--- config.mk ---
export PLATFORM = sky130hd
export DESIGN_NAME = i2s_audio_receiver
export DESIGN_NICKNAME = d
export VERILOG_FILES = /design/src/rtl/i2s_audio_receiver.sv
export SDC_FILE = /design/constraint.sdc
export NUM_CORES = 1
export LEC_CHECK = 0
export CAP_MARGIN = 0
export CORE_MARGIN = 2
export CORE_UTILIZATION = 60
export DETAILED_ROUTE_END_ITERATION = 16
export PLACE_DENSITY = 0.82
export SYNTH_ARGS = -nofsm -noshare
export SYNTH_HDL_FRONTEND = slang
export SYNTH_SLANG_ARGS = --single-unit
--- constraint.sdc ---
create_clock -name clk -period 5.3 [get_ports clk]
set_input_delay 1.325 -clock clk [delete_from_list [all_inputs] [get_ports clk]]
set_output_delay 1.325 -clock clk [all_outputs]
set_load 0.02 [all_outputs]
--- src/rtl/i2s_audio_receiver.sv ---
`timescale 1ns/1ps
`default_nettype none
// ============================================================================
//  Module   : i2s_audio_receiver
//  Purpose  : I2S deserialiser. Oversamples bclk/lrclk/sdata in the clk
//             domain, verifies slot framing and recovers left/right PCM
//             words. A pcm_l/pcm_r pair is presented with a 1-clk pcm_valid
//             strobe at the end of every verified frame.
//  Revision : 1.0 - initial release
// ============================================================================
module i2s_audio_receiver #(
   parameter int AUDIO_BITS   = 16,
   parameter int SLOT_BITS    = 32,
   parameter int TIMEOUT_CLKS = 1024
) (
   input  logic                  clk,
   input  logic                  reset_n,
   input  logic                  bclk,
   input  logic                  lrclk,
   input  logic                  sdata,
   output logic [AUDIO_BITS-1:0] pcm_l,
   output logic [AUDIO_BITS-1:0] pcm_r,
   output logic                  pcm_valid,
   output logic                  locked,
   output logic                  frame_error
);

   localparam int IDLE_W = $clog2(TIMEOUT_CLKS + 1);
   localparam logic [IDLE_W-1:0] IDLE_MAX  = IDLE_W'(TIMEOUT_CLKS);
   localparam logic [IDLE_W-1:0] IDLE_PRE  = IDLE_W'(TIMEOUT_CLKS - 1);
   localparam logic [5:0]        AUDIO_CNT = 6'(AUDIO_BITS);
   localparam logic [6:0]        SLOT_LEN  = 7'(SLOT_BITS);

   typedef enum logic [1:0] {
      ST_HUNT  = 2'd0,
      ST_LEFT  = 2'd1,
      ST_RIGHT = 2'd2
   } state_t;

   // synchroniser stages
   logic bclk_s1_q, bclk_s2_q, bclk_d_q;
   logic lrclk_s1_q, lrclk_s2_q;
   logic sdata_s1_q, sdata_s2_q;

   // framing / data state
   state_t                 state_q, state_d;
   logic [5:0]             bit_cnt_q, bit_cnt_d;
   logic                   lr_prev_q, lr_prev_d;
   logic [AUDIO_BITS-1:0]  shreg_q, shreg_d;
   logic [AUDIO_BITS-1:0]  hold_l_q, hold_l_d;
   logic [AUDIO_BITS-1:0]  hold_r_q, hold_r_d;
   logic [AUDIO_BITS-1:0]  pcm_l_q, pcm_l_d;
   logic [AUDIO_BITS-1:0]  pcm_r_q, pcm_r_d;
   logic                   pcm_valid_q, pcm_valid_d;
   logic                   locked_q, locked_d;
   logic                   frame_error_q, frame_error_d;
   logic [IDLE_W-1:0]      idle_q, idle_d;

   logic                   rise;
   logic                   boundary;
   logic                   slot_ok;
   logic [5:0]             cnt_inc;

   // Two-flop synchronisers plus one extra bclk stage for edge detection
   always_ff @(posedge clk or negedge reset_n) begin
      if (!reset_n) begin
         bclk_s1_q  <= 1'b0;
         bclk_s2_q  <= 1'b0;
         bclk_d_q   <= 1'b0;
         lrclk_s1_q <= 1'b0;
         lrclk_s2_q <= 1'b0;
         sdata_s1_q <= 1'b0;
         sdata_s2_q <= 1'b0;
      end else begin
         bclk_s1_q  <= bclk;
         bclk_s2_q  <= bclk_s1_q;
         bclk_d_q   <= bclk_s2_q;
         lrclk_s1_q <= lrclk;
         lrclk_s2_q <= lrclk_s1_q;
         sdata_s1_q <= sdata;
         sdata_s2_q <= sdata_s1_q;
      end
   end

   assign rise     = bclk_s2_q & ~bclk_d_q;
   assign boundary = rise & (lrclk_s2_q != lr_prev_q);
   // Length of the slot that a boundary rise closes (the boundary rise itself
   // belongs to the new slot, hence +1 on the last count).
   assign slot_ok  = (({1'b0, bit_cnt_q} + 7'd1) == SLOT_LEN);
   assign cnt_inc  = (bit_cnt_q == 6'd63) ? 6'd63 : bit_cnt_q + 6'd1;

   // Next-state logic: bit counting, shifting, capture, framing FSM, timeout
   always_comb begin
      state_d       = state_q;
      bit_cnt_d     = bit_cnt_q;
      lr_prev_d     = lr_prev_q;
      shreg_d       = shreg_q;
      hold_l_d      = hold_l_q;
      hold_r_d      = hold_r_q;
      pcm_l_d       = pcm_l_q;
      pcm_r_d       = pcm_r_q;
      pcm_valid_d   = 1'b0;
      locked_d      = locked_q;
      frame_error_d = 1'b0;
      idle_d        = idle_q;

      if (rise) begin
         idle_d    = '0;
         lr_prev_d = lrclk_s2_q;
         bit_cnt_d = boundary ? 6'd0 : cnt_inc;

         // Data bits 1..AUDIO_BITS of the slot, MSB first
         if (!boundary && (bit_cnt_d <= AUDIO_CNT)) begin
            shreg_d = {shreg_q[AUDIO_BITS-2:0], sdata_s2_q};
            if (bit_cnt_d == AUDIO_CNT) begin
               if (state_q == ST_LEFT)  hold_l_d = shreg_d;
               if (state_q == ST_RIGHT) hold_r_d = shreg_d;
            end
         end

         case (state_q)
            ST_HUNT: begin
               // Slot length is not checked here: the stream may be joined
               // mid-slot, so only a clean edge to left is trusted.
               if (boundary && !lrclk_s2_q) state_d = ST_LEFT;
            end
            ST_LEFT: begin
               if (boundary) begin
                  if (slot_ok) begin
                     state_d = ST_RIGHT;
                  end else begin
                     state_d       = ST_HUNT;
                     locked_d      = 1'b0;
                     frame_error_d = 1'b1;
                  end
               end
            end
            ST_RIGHT: begin
               if (boundary) begin
                  if (slot_ok) begin
                     state_d     = ST_LEFT;
                     locked_d    = 1'b1;
                     pcm_l_d     = hold_l_q;
                     pcm_r_d     = hold_r_q;
                     pcm_valid_d = 1'b1;
                  end else begin
                     state_d       = ST_HUNT;
                     locked_d      = 1'b0;
                     frame_error_d = 1'b1;
                  end
               end
            end
            default: state_d = ST_HUNT;
         endcase
      end else if (idle_q != IDLE_MAX) begin
         idle_d = idle_q + 1'b1;
         // Fires once on the cycle the counter reaches its limit, then holds
         if (idle_q == IDLE_PRE) begin
            state_d       = ST_HUNT;
            locked_d      = 1'b0;
            frame_error_d = 1'b1;
         end
      end
   end

   // State and output registers
   always_ff @(posedge clk or negedge reset_n) begin
      if (!reset_n) begin
         state_q       <= ST_HUNT;
         bit_cnt_q     <= '0;
         lr_prev_q     <= 1'b0;
         shreg_q       <= '0;
         hold_l_q      <= '0;
         hold_r_q      <= '0;
         pcm_l_q       <= '0;
         pcm_r_q       <= '0;
         pcm_valid_q   <= 1'b0;
         locked_q      <= 1'b0;
         frame_error_q <= 1'b0;
         idle_q        <= '0;
      end else begin
         state_q       <= state_d;
         bit_cnt_q     <= bit_cnt_d;
         lr_prev_q     <= lr_prev_d;
         shreg_q       <= shreg_d;
         hold_l_q      <= hold_l_d;
         hold_r_q      <= hold_r_d;
         pcm_l_q       <= pcm_l_d;
         pcm_r_q       <= pcm_r_d;
         pcm_valid_q   <= pcm_valid_d;
         locked_q      <= locked_d;
         frame_error_q <= frame_error_d;
         idle_q        <= idle_d;
      end
   end

   assign pcm_l       = pcm_l_q;
   assign pcm_r       = pcm_r_q;
   assign pcm_valid   = pcm_valid_q;
   assign locked      = locked_q;
   assign frame_error = frame_error_q;

endmodule
`default_nettype wire
# --- Word level (Yosys, flattened, before mapping) ---
# Cells that the tools add are included.
word_totals:
  mem_bits_ro: 0
  memories: 0
  ramBits: 0
  inputBits: 5
  latch_bits: 0
  out_inout_bits: 35
  regBits: 109
op_classes:
  reduce_logical: 14
  bitwise_logic: 3
  mux: 30
  div: 0
  n_eq_ne: 13
  multipliers: 0
  magnitude_cmp: 1
  shifts: 0
  addsub: 3
ops:
  columns: ["cell", "n"]
  rows:
  - ["$mux W11", 2]
  - ["$mux W1", 17]
  - ["$mux W2", 7]
  - ["$mux W6", 2]
  - ["$ne A3 B3 Y1 const B", 4]
  - ["$reduce_and A4 Y1", 3]
  - ["$add A11 B1 Y11 const B", 1]
  - ["$eq A11 B10 Y1 const B", 1]
  - ["$ne A11 B11 Y1 const B", 1]
  - ["$add A6 B1 Y7 const B", 1]
  - ["$eq A7 B6 Y1 const B", 1]
  - ["$add A6 B1 Y6 const B", 1]
  - ["$eq A6 B5 Y1 const B", 1]
  - ["$eq A6 B6 Y1 const B", 1]
  - ["$le A6 B5 Y1 const B", 1]
  - ["$pmux W2 S3", 1]
  - ["$reduce_and A6 Y1", 1]
  - ["$reduce_and A5 Y1", 1]
  - ["$reduce_bool A2 Y1", 2]
  - ["$ne A3 B1 Y1 const B", 1]
  - ["$and A1 B1 Y1", 2]
  - ["$eq A2 B1 Y1 const B", 1]
  - ["$eq A2 B2 Y1 const B", 1]
  - ["$logic_and A1 B1 Y1", 2]
  - ["other kinds (7)", 8]

# --- Logic depth before layout (Yosys ltp) ---
# Gate-level depths: netlist of run 1.
depth:
  depth_word: 7
  ltp_mapped: 7

# --- Least setup slack after synthesis of run 1 ---
# No wires, ideal clock.
synth_path:
  kind: "flip-flop to flip-flop"
  start: "register bit_cnt_q[0]"
  end: "register shreg_q[10]"
  t_arrival_ns: 2.324
  slack_ns: 2.851
  path_buffers: 1
  stages_incl_launch_ff: 8
  cell_sequence: "dfrtp_1 ha_1 nor3_1 a41oi_2 or3_1 a221oi_4 buf_6 mux2_2"
synth_between:
  elab_chain_len: 6
  word_cells_on_any_way: 7
  classes_between: "add/sub (1); order compare (1); eq/ne (1); mux (2); reduce/logical (2)"
synth_rtl:
  columns: ["element", "line", "text"]
  rows:
  - ["start: declaration", "47", "logic [5:0] bit_cnt_q, bit_cnt_d;"]
  - ["start signal: assignment", "183", "bit_cnt_q <= bit_cnt_d;"]
  - ["$add A6 B1 Y6 / $eq A6 B6 Y1 (equally long branches)", "90", "assign cnt_inc = (bit_cnt_q == 6'd63) ? 6'd63 : bit_cnt_q + 6'd1;"]
  - ["$mux W6 *", "90", null]
  - ["$mux W6 *", "110", "bit_cnt_d = boundary ? 6'd0 : cnt_inc;"]
  - ["$le A6 B5 Y1 *", "113", "if (!boundary && (bit_cnt_d <= AUDIO_CNT)) begin"]
  - ["$logic_and A1 B1 Y1 *", "113", null]
  - ["$reduce_and A2 Y1 (no source line) *", null, null]
  - ["end signal: assignment", "185", "shreg_q <= shreg_d;"]
  - ["end: declaration", "49", "logic [AUDIO_BITS-1:0] shreg_q, shreg_d;"]
# Mark *: on every way between the ends. The rest lies on a longest branch, timed or not.
# A chain may end at the register's enable or synchronous reset.

# --- Worst setup path in the final report of run 1 ---
layout_path:
  start: "register bit_cnt_q[0]"
  end: "register shreg_q[8]"
# The elaborated chain is that of the path after synthesis.

==> impl_metrics.tcl, run 1 <==
set metrics [dict create \
    maxCapViolations 0 \
    seq_area_frac_synth 0.572 \
    fp.dieW_um 93.1 \
    seqCellArea_mm2 0.00273 \
    whs_ns 0.356 \
    start_util 0.617 \
    most-common-layout-cells "dfrtp_1 (109), mux2_4 (49), clkdlybuf4s50_1 (38), mux2_2 (30), nor2_1 (16)" \
    worst-r2r-setup-slack_ns 2.43 \
    endpoint "shreg_q[8]$_DFFE_PN0P_" \
    hold_buffers 0 \
    cp-start-kind "register" \
    io_pins 40 \
    multi_input_area_mm2 0.00191 \
    ir_worst_vdd_mv 0.188 \
    port_buffers 39 \
    cts-resized-gates 0 \
    outcome "completed" \
    drv_slew 0 \
    syn_inst 332 \
    clk_latency_ns 0.37 \
    final_nets 386 \
    gp_congestion 0.964 \
    cts.clk_slew.worst_paths_ns 0.11 \
    grt_pass1_vias 2620 \
    synth-edff-count 0 \
    setup_viol 0 \
    drive_gt1_frac 0.288 \
    finalHoldViolCount 0 \
    dieArea_mm2 0.00867 \
    final_common_cell "dfrtp_1" \
    wire_per_inst_um 15.6 \
    use_met3 0.0355 \
    reg2regPathDepth 6 \
    p_total_mw 1.58 \
    finalSetupTns_ns 0 \
    period_share 0.542 \
    regToRegStartpoint "bit_cnt_q[0]$_DFFE_PN0N_" \
    area_growth_syn_to_layout_pct 13.1 \
    met1_usage 0.270 \
    cts-root-buf "clkbuf_8" \
    grt_antenna_before_repair 0 \
    viasPerCell 5.53 \
    finalClockSkew_ns 0.0160 \
    post-route-util 0.698 \
    setup.worst_path.end_class "register" \
    critPathKind "reg -> reg" \
    cts_max_path_buffers 2 \
    die_y_um 93.1 \
    synth_warnings 0 \
    grtUsageMet2 0.292 \
    syn_area_mm2 0.00477 \
    dr.pass1.iters 4 \
    min_path_type "reg -> reg" \
    overflow 0 \
    ys.flop_type "dfrtp_1" \
    syn-num-nets 345 \
    post-route-min-period_ns 2.87 \
    synthArstFlopShare 1.00 \
    rows 32 \
    coreArea_mm2 0.00773 \
    fill_cells 514 \
    track_usage 0.189 \
    rr_endpoint "shreg_q[8]$_DFFE_PN0P_" \
    place_hpwl_um 5030 \
    cts_tree "done" \
    tightest_slew_ns 0.917 \
    post-cts-setup-buffers 0 \
    crit_fanout 15 \
    p_leak_nw 2.65 \
    avgSynthCellArea_um2 14.4 \
    grt_pass1_wl_um 12800 \
    rsz0062_at_grt "no" \
    fmax_mhz 348 \
    clock_sinks 109 \
    synth-seq-cells 109 \
    synth_cell_types 45 \
    num_antenna_cells 0 \
    critPathRequiredTime_ns 5.57 \
    p_per_area_mw_per_mm2 292 \
    numCtsBuffers 9 \
    critPathArrivalTime_ns 3.14 \
    postRouteAntennaNets 0 \
    vias 2655 \
    crit_start "bit_cnt_q[0]$_DFFE_PN0N_" \
    routed_wl_um 7470 \
    busiest_layer "met2" \
    drt_iter0_markers 112 \
    ctsHtreeMaxLevel 3 \
    grt_max_degree 77 \
    maxSlewHeadroom 0.389 \
    drt_drc_violations_left 0 \
]
==> sequential cells by signal, summed over array words and instances, names as in the netlist, 2 cells and up <==
signal and flops:
hold_l_q 16, hold_r_q 16, pcm_l 16, pcm_r 16, shreg_q 15, idle_q 11, bit_cnt_q 6, state_q 2
==> synthesized netlist by cell type, types with 3 or more instances <==
| master | instances | share of area |
|---|---|---|
| dfrtp_1 | 109 | 0.57 |
| mux2_4 | 49 | 0.15 |
| mux2_2 | 30 | 0.071 |
| nor2_1 | 16 | 0.013 |
| nand2_1 | 14 | 0.011 |
| a21oi_1 | 13 | 0.014 |
| o21ai_0 | 12 | 0.013 |
| nand3_1 | 10 | 0.010 |
| inv_1 | 9 | 0.0071 |
| ha_1 | 8 | 0.021 |
| buf_6 | 7 | 0.017 |
| xnor2_1 | 5 | 0.0092 |
| clkbuf_1 | 4 | 0.0031 |
| nand4_1 | 4 | 0.0052 |
| or3_1 | 4 | 0.0052 |
| nand2b_1 | 3 | 0.0039 |
==> how the worst min path moves through the flow <==
stage / from / to / slack, ns / depth (start not counted)
global placement: sdata_s1_q$_DFF_PN0_ / sdata_s2_q$_DFF_PN0_ / 0.33 / 0
global route: sdata_s1_q$_DFF_PN0_ / sdata_s2_q$_DFF_PN0_ / 0.36 / 0
floorplan: bclk_s1_q$_DFF_PN0_ / bclk_s2_q$_DFF_PN0_ / 0.33 / 0
CTS: sdata_s1_q$_DFF_PN0_ / sdata_s2_q$_DFF_PN0_ / 0.36 / 0
finish: sdata_s1_q$_DFF_PN0_ / sdata_s2_q$_DFF_PN0_ / 0.36 / 0
detailed placement: sdata_s1_q$_DFF_PN0_ / sdata_s2_q$_DFF_PN0_ / 0.33 / 0
==> layer usage <==
layer,share of wire,vias to the layer above
li1,-,1258
met4,0.014,0
met2,0.48,47
met1,0.47,1341
met3,0.032,9
met5,0,-
==> critical path, cell delays in order (launching register included) <==
cell and delay (ns):
dfrtp_1 0.47, ha_1 0.30, nor3_1 0.36, a41oi_2 0.10, or3_1 0.38, a221oi_4 0.75, mux2_2 0.42
==> area by class of cell <==
class,count,area share
inverters,9,0.00626
well taps,102,0.0237
flip-flops and latches,109,0.506
clock buffers,10,0.0237
multi-input cells,202,0.354
clock inverters,6,0.0109
repair buffers,42,0.0761
==> where the power goes <==
part | switching [mW] | internal, mW | total, mW
combinational | 0.0823 | 0.0741 | 0.156
clock | 0.287 | 0.179 | 0.467
sequential | 0.0671 | 0.887 | 0.954
==> metrics by stage <==
step / setup WS, ns / std cells / area, um^2
after floorplan: 2.85 / 332 / 4770
after global placement: 2.56 / 464 / 5210
after detailed placement: 2.44 / 464 / 5210
after CTS: 2.42 / 480 / 5390
after global routing: 2.31 / 480 / 5390
final: 2.43 / 480 / 5390
==> logic make-up (layout without fill, tap and decap cells) <==
logic type | Yosys count | count (layout) | share of synthesized area
AO/OA/AOI/OAI | 40 | 40 | 0.0609
XOR/XNOR | 7 | 7 | 0.0129
adder cells (fa/ha/maj) | 8 | 8 | 0.0210
buffers and inverters | 21 | 67 | 0.0276
flip-flops | 109 | 109 | 0.572
multiplexers | 79 | 79 | 0.225
AND/OR/NAND/NOR | 68 | 68 | 0.0803
Power figures use the tool's default switching activity.
==> inputs of run 2 (changes only) <==
Settings changed: CORE_UTILIZATION 60 to 52, PLACE_DENSITY 0.82 to 0.76.
Clock period 5.3 ns to 2.5 ns, I/O delays scaled along.
==> impl_metrics.tcl, run 2 (synthesized netlist as in run 1, its figures left out) <==
set metrics [dict create \
    coreArea_mm2 0.00881 \
    finalHoldViolCount 0 \
    rsz0062_at_grt "no" \
    final_common_cell "dfrtp_1" \
    most-common-layout-cells "dfrtp_1 (109), mux2_4 (49), clkdlybuf4s50_1 (38), mux2_2 (30), nor2_1 (16)" \
    whs_ns 0.131 \
    critical-path-max-stage-delay_ns 0.41 \
    p_per_area_mw_per_mm2 611 \
    cts-root-buf "clkbuf_8" \
    clock_sinks 109 \
    cp-start-kind "register" \
    num_antenna_cells 0 \
    finalClockSkew_ns 0.0122 \
    crit_fanout 15 \
    period_share 0.952 \
    setup.worst_path.end_class "register" \
    crit_chain "ha_1 > nor3_1 > a41oi_2 > or3_1 > a221oi_4 > buf_12 > mux2_2" \
    final_nets 394 \
    vias 2706 \
    drive_gt1_frac 0.304 \
    track_usage 0.170 \
    worst-r2r-setup-slack_ns 0.12 \
    start_util 0.541 \
    cp_slowest_cell "dfrtp_1" \
    drt_iter0_markers 104 \
    viasPerCell 5.49 \
    fmax_mhz 420 \
    rows 34 \
    cts-resized-gates 0 \
    numCtsBuffers 9 \
    critPathKind "reg -> reg" \
    drv_slew 0 \
    p_leak_nw 2.71 \
    ctsHtreeMaxLevel 3 \
    cts_tree "done" \
    die_y_um 99.7 \
    finalSetupTns_ns 0 \
    drt_drc_violations_left 0 \
    stdcell_count 493 \
    grt_pass1_vias 2781 \
    dr.pass1.iters 4 \
    post-cts-setup-buffers 0 \
    place_hpwl_um 5170 \
    area_growth_syn_to_layout_pct 15.8 \
    critPathRequiredTime_ns 2.74 \
    post-route-min-period_ns 2.38 \
    outcome "completed" \
    crit_start "bit_cnt_q[0]$_DFFE_PN0N_" \
    maxCapViolations 0 \
    fp.dieW_um 99.7 \
    hold_buffers 0 \
    dpl.cell_count 478 \
    port_buffers 39 \
    maxSlewHeadroom 0.552 \
    tightest_slew_ns 0.667 \
    io_pins 40 \
    dieArea_mm2 0.00995 \
    setup_viol 0 \
    grt_max_degree 60 \
    ir_worst_vdd_mv 0.304 \
    grt_pass1_wl_um 13400 \
    min_path_type "in -> async" \
    finalInstanceArea_mm2 0.00552 \
    cts.clk_slew.worst_paths_ns 0.11 \
    wire_per_inst_um 15.6 \
    critPathArrivalTime_ns 2.62 \
    regToRegStartpoint "bit_cnt_q[0]$_DFFE_PN0N_" \
    overflow 0 \
    dpl-instance-area_mm2 0.00534 \
    clk_latency_ns 0.36 \
    postRouteAntennaNets 0 \
    cts_max_path_buffers 2 \
    grt_antenna_before_repair 0 \
    routed_wl_um 7700 \
    gp_congestion 0.832 \
]
[run 2: changes by cell type in the layout (fill, tap and decap cells not counted), sizes merged]
cell / previous run / this run
clkbuf: 10 / 9
buf: 4 / 12
inv: 10 / 11
clkinv: 4 / 3
[run 2: area by class of cell]
| class | count | area [um^2] |
|---|---|---|
| fill | 661 | 3290 |
| sequential | 109 | 2730 |
| multi-input combinational | 202 | 1910 |
| timing repair buffer | 50 | 533 |
| tap | 108 | 135 |
| clock buffer | 9 | 124 |
| clock inverter | 6 | 58.8 |
| inverter | 9 | 33.8 |
[run 2: routing by layer]
metal | vias up | track usage | wire length, um
li1 | 1281 | - | -
met1 | 1362 | 0.240 | 3770
met2 | 53 | 0.255 | 3580
met3 | 10 | 0.0323 | 189
met4 | 0 | 0.0780 | 161
met5 | - | 0 | 0
[run 2: per-stage QoR]
| stage | utilization | worst slack [ns] | power, mW |
|---|---|---|---|
| after global routing | 0.627 | 0.0391 | 3.53 |
| after detailed placement | 0.606 | 0.148 | 2.42 |
| after floorplan | - | 0.0511 | 2.27 |
| after CTS | 0.627 | 0.122 | 3.41 |
| after global placement | 0.606 | 0.185 | 2.41 |
| final | 0.627 | 0.121 | 3.37 |
[run 2: critical path: cells and delay by family, from the launching register on]
family / cells / cell delay (ns)
DFF: 1 / 0.41
and+or+nand+nor: 2 / 0.67
adders and majority gates: 1 / 0.26
buffers and inverters: 1 / 0.19
AOI/OAI and AO/OA: 2 / 0.40
muxes: 1 / 0.34
[run 2: path summary, 6_finish.rpt]
check	cells past startpoint	endpoint
worst min register to register	0	sdata_s2_q$_DFF_PN0_
min in group clk	0	sdata_s2_q$_DFF_PN0_
max in group asynchronous	2	shreg_q[3]$_DFFE_PN0P_
worst max register to register	7	shreg_q[3]$_DFFE_PN0P_
worst max-delay path	7	shreg_q[3]$_DFFE_PN0P_
worst min-delay path	1	pcm_l[5]$_DFFE_PN0P_
[run 2: power breakdown]
part	leakage (nW)	internal, mW	total (mW)	switching, mW
Combinational	1.14	0.185	0.378	0.193
Sequential	1.49	1.88	2.01	0.132
Clock	0.0890	0.376	0.980	0.604
==> inputs of run 3 (changes only) <==
Settings changed: ABC_CLOCK_PERIOD_IN_PS set to 2500, CORE_ASPECT_RATIO set to 0.5, PLACE_DENSITY 0.76 to 0.83.
==> impl_metrics.tcl, run 3 (synthesized netlist as in run 1, its figures left out) <==
set metrics [dict create \
    rr_endpoint "shreg_q[12]$_DFFE_PN0P_" \
    p_leak_nw 2.75 \
    outcome "completed" \
    grt_pass1_wl_um 14900 \
    reg2regPathDepth 7 \
    drv_slew 0 \
    cts_max_path_buffers 2 \
    post-route-min-period_ns 2.41 \
    num_antenna_cells 0 \
    min_path_type "in -> async" \
    post-cts-setup-buffers 0 \
    postRouteAntennaNets 0 \
    critPathKind "reg -> reg" \
    area_growth_syn_to_layout_pct 18.4 \
    wire_per_inst_um 17.5 \
    cp-start-kind "register" \
    critPathRequiredTime_ns 2.74 \
    wl_met1_um 3750 \
    grt_max_degree 58 \
    place_hpwl_um 5820 \
    worst-r2r-setup-slack_ns 0.09 \
    wl_met2_um 4530 \
    maxSlewHeadroom 0.484 \
    drt_iter0_markers 263 \
    routed_wl_um 8770 \
    critPathArrivalTime_ns 2.65 \
    numCtsBuffers 9 \
    finalInstanceArea_mm2 0.00564 \
    period_share 0.965 \
    rows 24 \
    final_nets 392 \
    switching_share 0.255 \
    combPwrFrac 0.103 \
    finalClockSkew_ns 0.00860 \
    fp.dieW_um 139 \
    clkPwrFrac 0.371 \
    coreArea_mm2 0.00880 \
    track_usage 0.191 \
    die_y_um 71.7 \
    grt_antenna_before_repair 0 \
    start_util 0.542 \
    cts.clk_slew.worst_paths_ns 0.07 \
    crit_fanout 15 \
    p_int_mw 2.85 \
    wl_met3_um 368 \
    rsz0062_at_grt "no" \
    dr.pass1.iters 4 \
    overflow 0 \
    clock_sinks 109 \
    most-common-layout-cells "dfrtp_1 (108), mux2_4 (49), clkdlybuf4s50_1 (38), mux2_2 (30), nor2_1 (16)" \
    final_common_cell "dfrtp_1" \
    tightest_slew_ns 0.768 \
    maxCapViolations 0 \
    highest-signal-layer "met4" \
    cts_tree "done" \
    regToRegStartpoint "bit_cnt_q[0]$_DFFE_PN0N_" \
    fill_cells 606 \
    finalSetupTns_ns 0 \
    finalHoldViolCount 0 \
    fmax_mhz 414 \
    grt_pass1_vias 2982 \
    gp_congestion 0.843 \
    port_buffers 39 \
    clk_latency_ns 0.35 \
    seq_power_share 0.527 \
    dpl-instance-area_mm2 0.00533 \
    p_per_area_mw_per_mm2 678 \
    drt_drc_violations_left 0 \
    switching_power_uw 978 \
    vias 2774 \
    dieArea_mm2 0.0100 \
    cts-root-buf "clkbuf_16" \
    drive_gt1_frac 0.302 \
    setup.worst_path.end_class "register" \
    ctsHtreeMaxLevel 3 \
    setup_viol 0 \
    io_pins 40 \
    ir_worst_vdd_mv 0.349 \
    viasPerCell 5.54 \
]
-- run 3: repair_timing --
item	4_1_cts	5_1_grt
gates resized for setup	0	4
hold buffers	0	0
setup endpoints to repair	0	15
-- run 3: cell type report --
| type | count | area [um^2] | share of cell area |
|---|---|---|---|
| Sequential cell | 109 | 2730 | 0.484 |
| Multi-Input combinational cell | 202 | 1920 | 0.341 |
| Timing Repair Buffer | 48 | 518 | 0.0918 |
| Clock buffer | 12 | 236 | 0.0419 |
| Tap cell | 117 | 146 | 0.0259 |
| Clock inverter | 4 | 57.6 | 0.0102 |
| Inverter | 9 | 33.8 | 0.00599 |
-- run 3: how the worst max path moves through the flow --
stage / startpoint / endpoint / slack [ns] / cells after the start
final: bit_cnt_q[0]$_DFFE_PN0N_ / shreg_q[12]$_DFFE_PN0P_ / 0.09 / 7
after global routing: bit_cnt_q[0]$_DFFE_PN0N_ / shreg_q[1]$_DFFE_PN0P_ / 0.01 / 7
after CTS: bit_cnt_q[0]$_DFFE_PN0N_ / shreg_q[12]$_DFFE_PN0P_ / 0.007 / 7
after detailed placement: bit_cnt_q[0]$_DFFE_PN0N_ / shreg_q[12]$_DFFE_PN0P_ / 0.04 / 7
after global placement: bit_cnt_q[0]$_DFFE_PN0N_ / shreg_q[7]$_DFFE_PN0P_ / 0.19 / 7
after floorplan: bit_cnt_q[0]$_DFFE_PN0N_ / shreg_q[10]$_DFFE_PN0P_ / 0.05 / 7
-- run 3: worst max-delay path, stage by stage (launching register included) --
cell	delay, ns
dfrtp_1	0.37
ha_2	0.27
and2_2	0.22
a41oi_2	0.15
or3_1	0.39
a221oi_4	0.35
buf_12	0.19
mux2_2	0.35
-- run 3: through the flow --
step                      cells  hold WS [ns]  total power, mW  setup slack (ns)  utilization
final                       501         0.158             3.83            0.0863        0.641
after global routing        501         0.168             4.00            0.0103        0.641
after CTS                   501         0.160             3.84           0.00727        0.640
after detailed placement    485         0.342             2.43            0.0425        0.606
after global placement      485         0.335             2.38             0.187        0.606
after floorplan             332         0.329             2.27            0.0511            -
-- run 3: metal layers --
layer,global-route usage,up-vias
li1,-,1276
met1,0.230,1408
met2,0.340,74
met3,0.0548,16
met4,0.0584,0
met5,0,-
-- run 3: power by group through the flow --
stage	registers (mW)	logic, mW	clock network [mW]
after floorplan	2.01	0.257	0
after global placement	2.03	0.347	0
after detailed placement	2.05	0.380	0
after CTS	2.01	0.386	1.44
after global routing	2.04	0.434	1.52
final	2.02	0.393	1.42
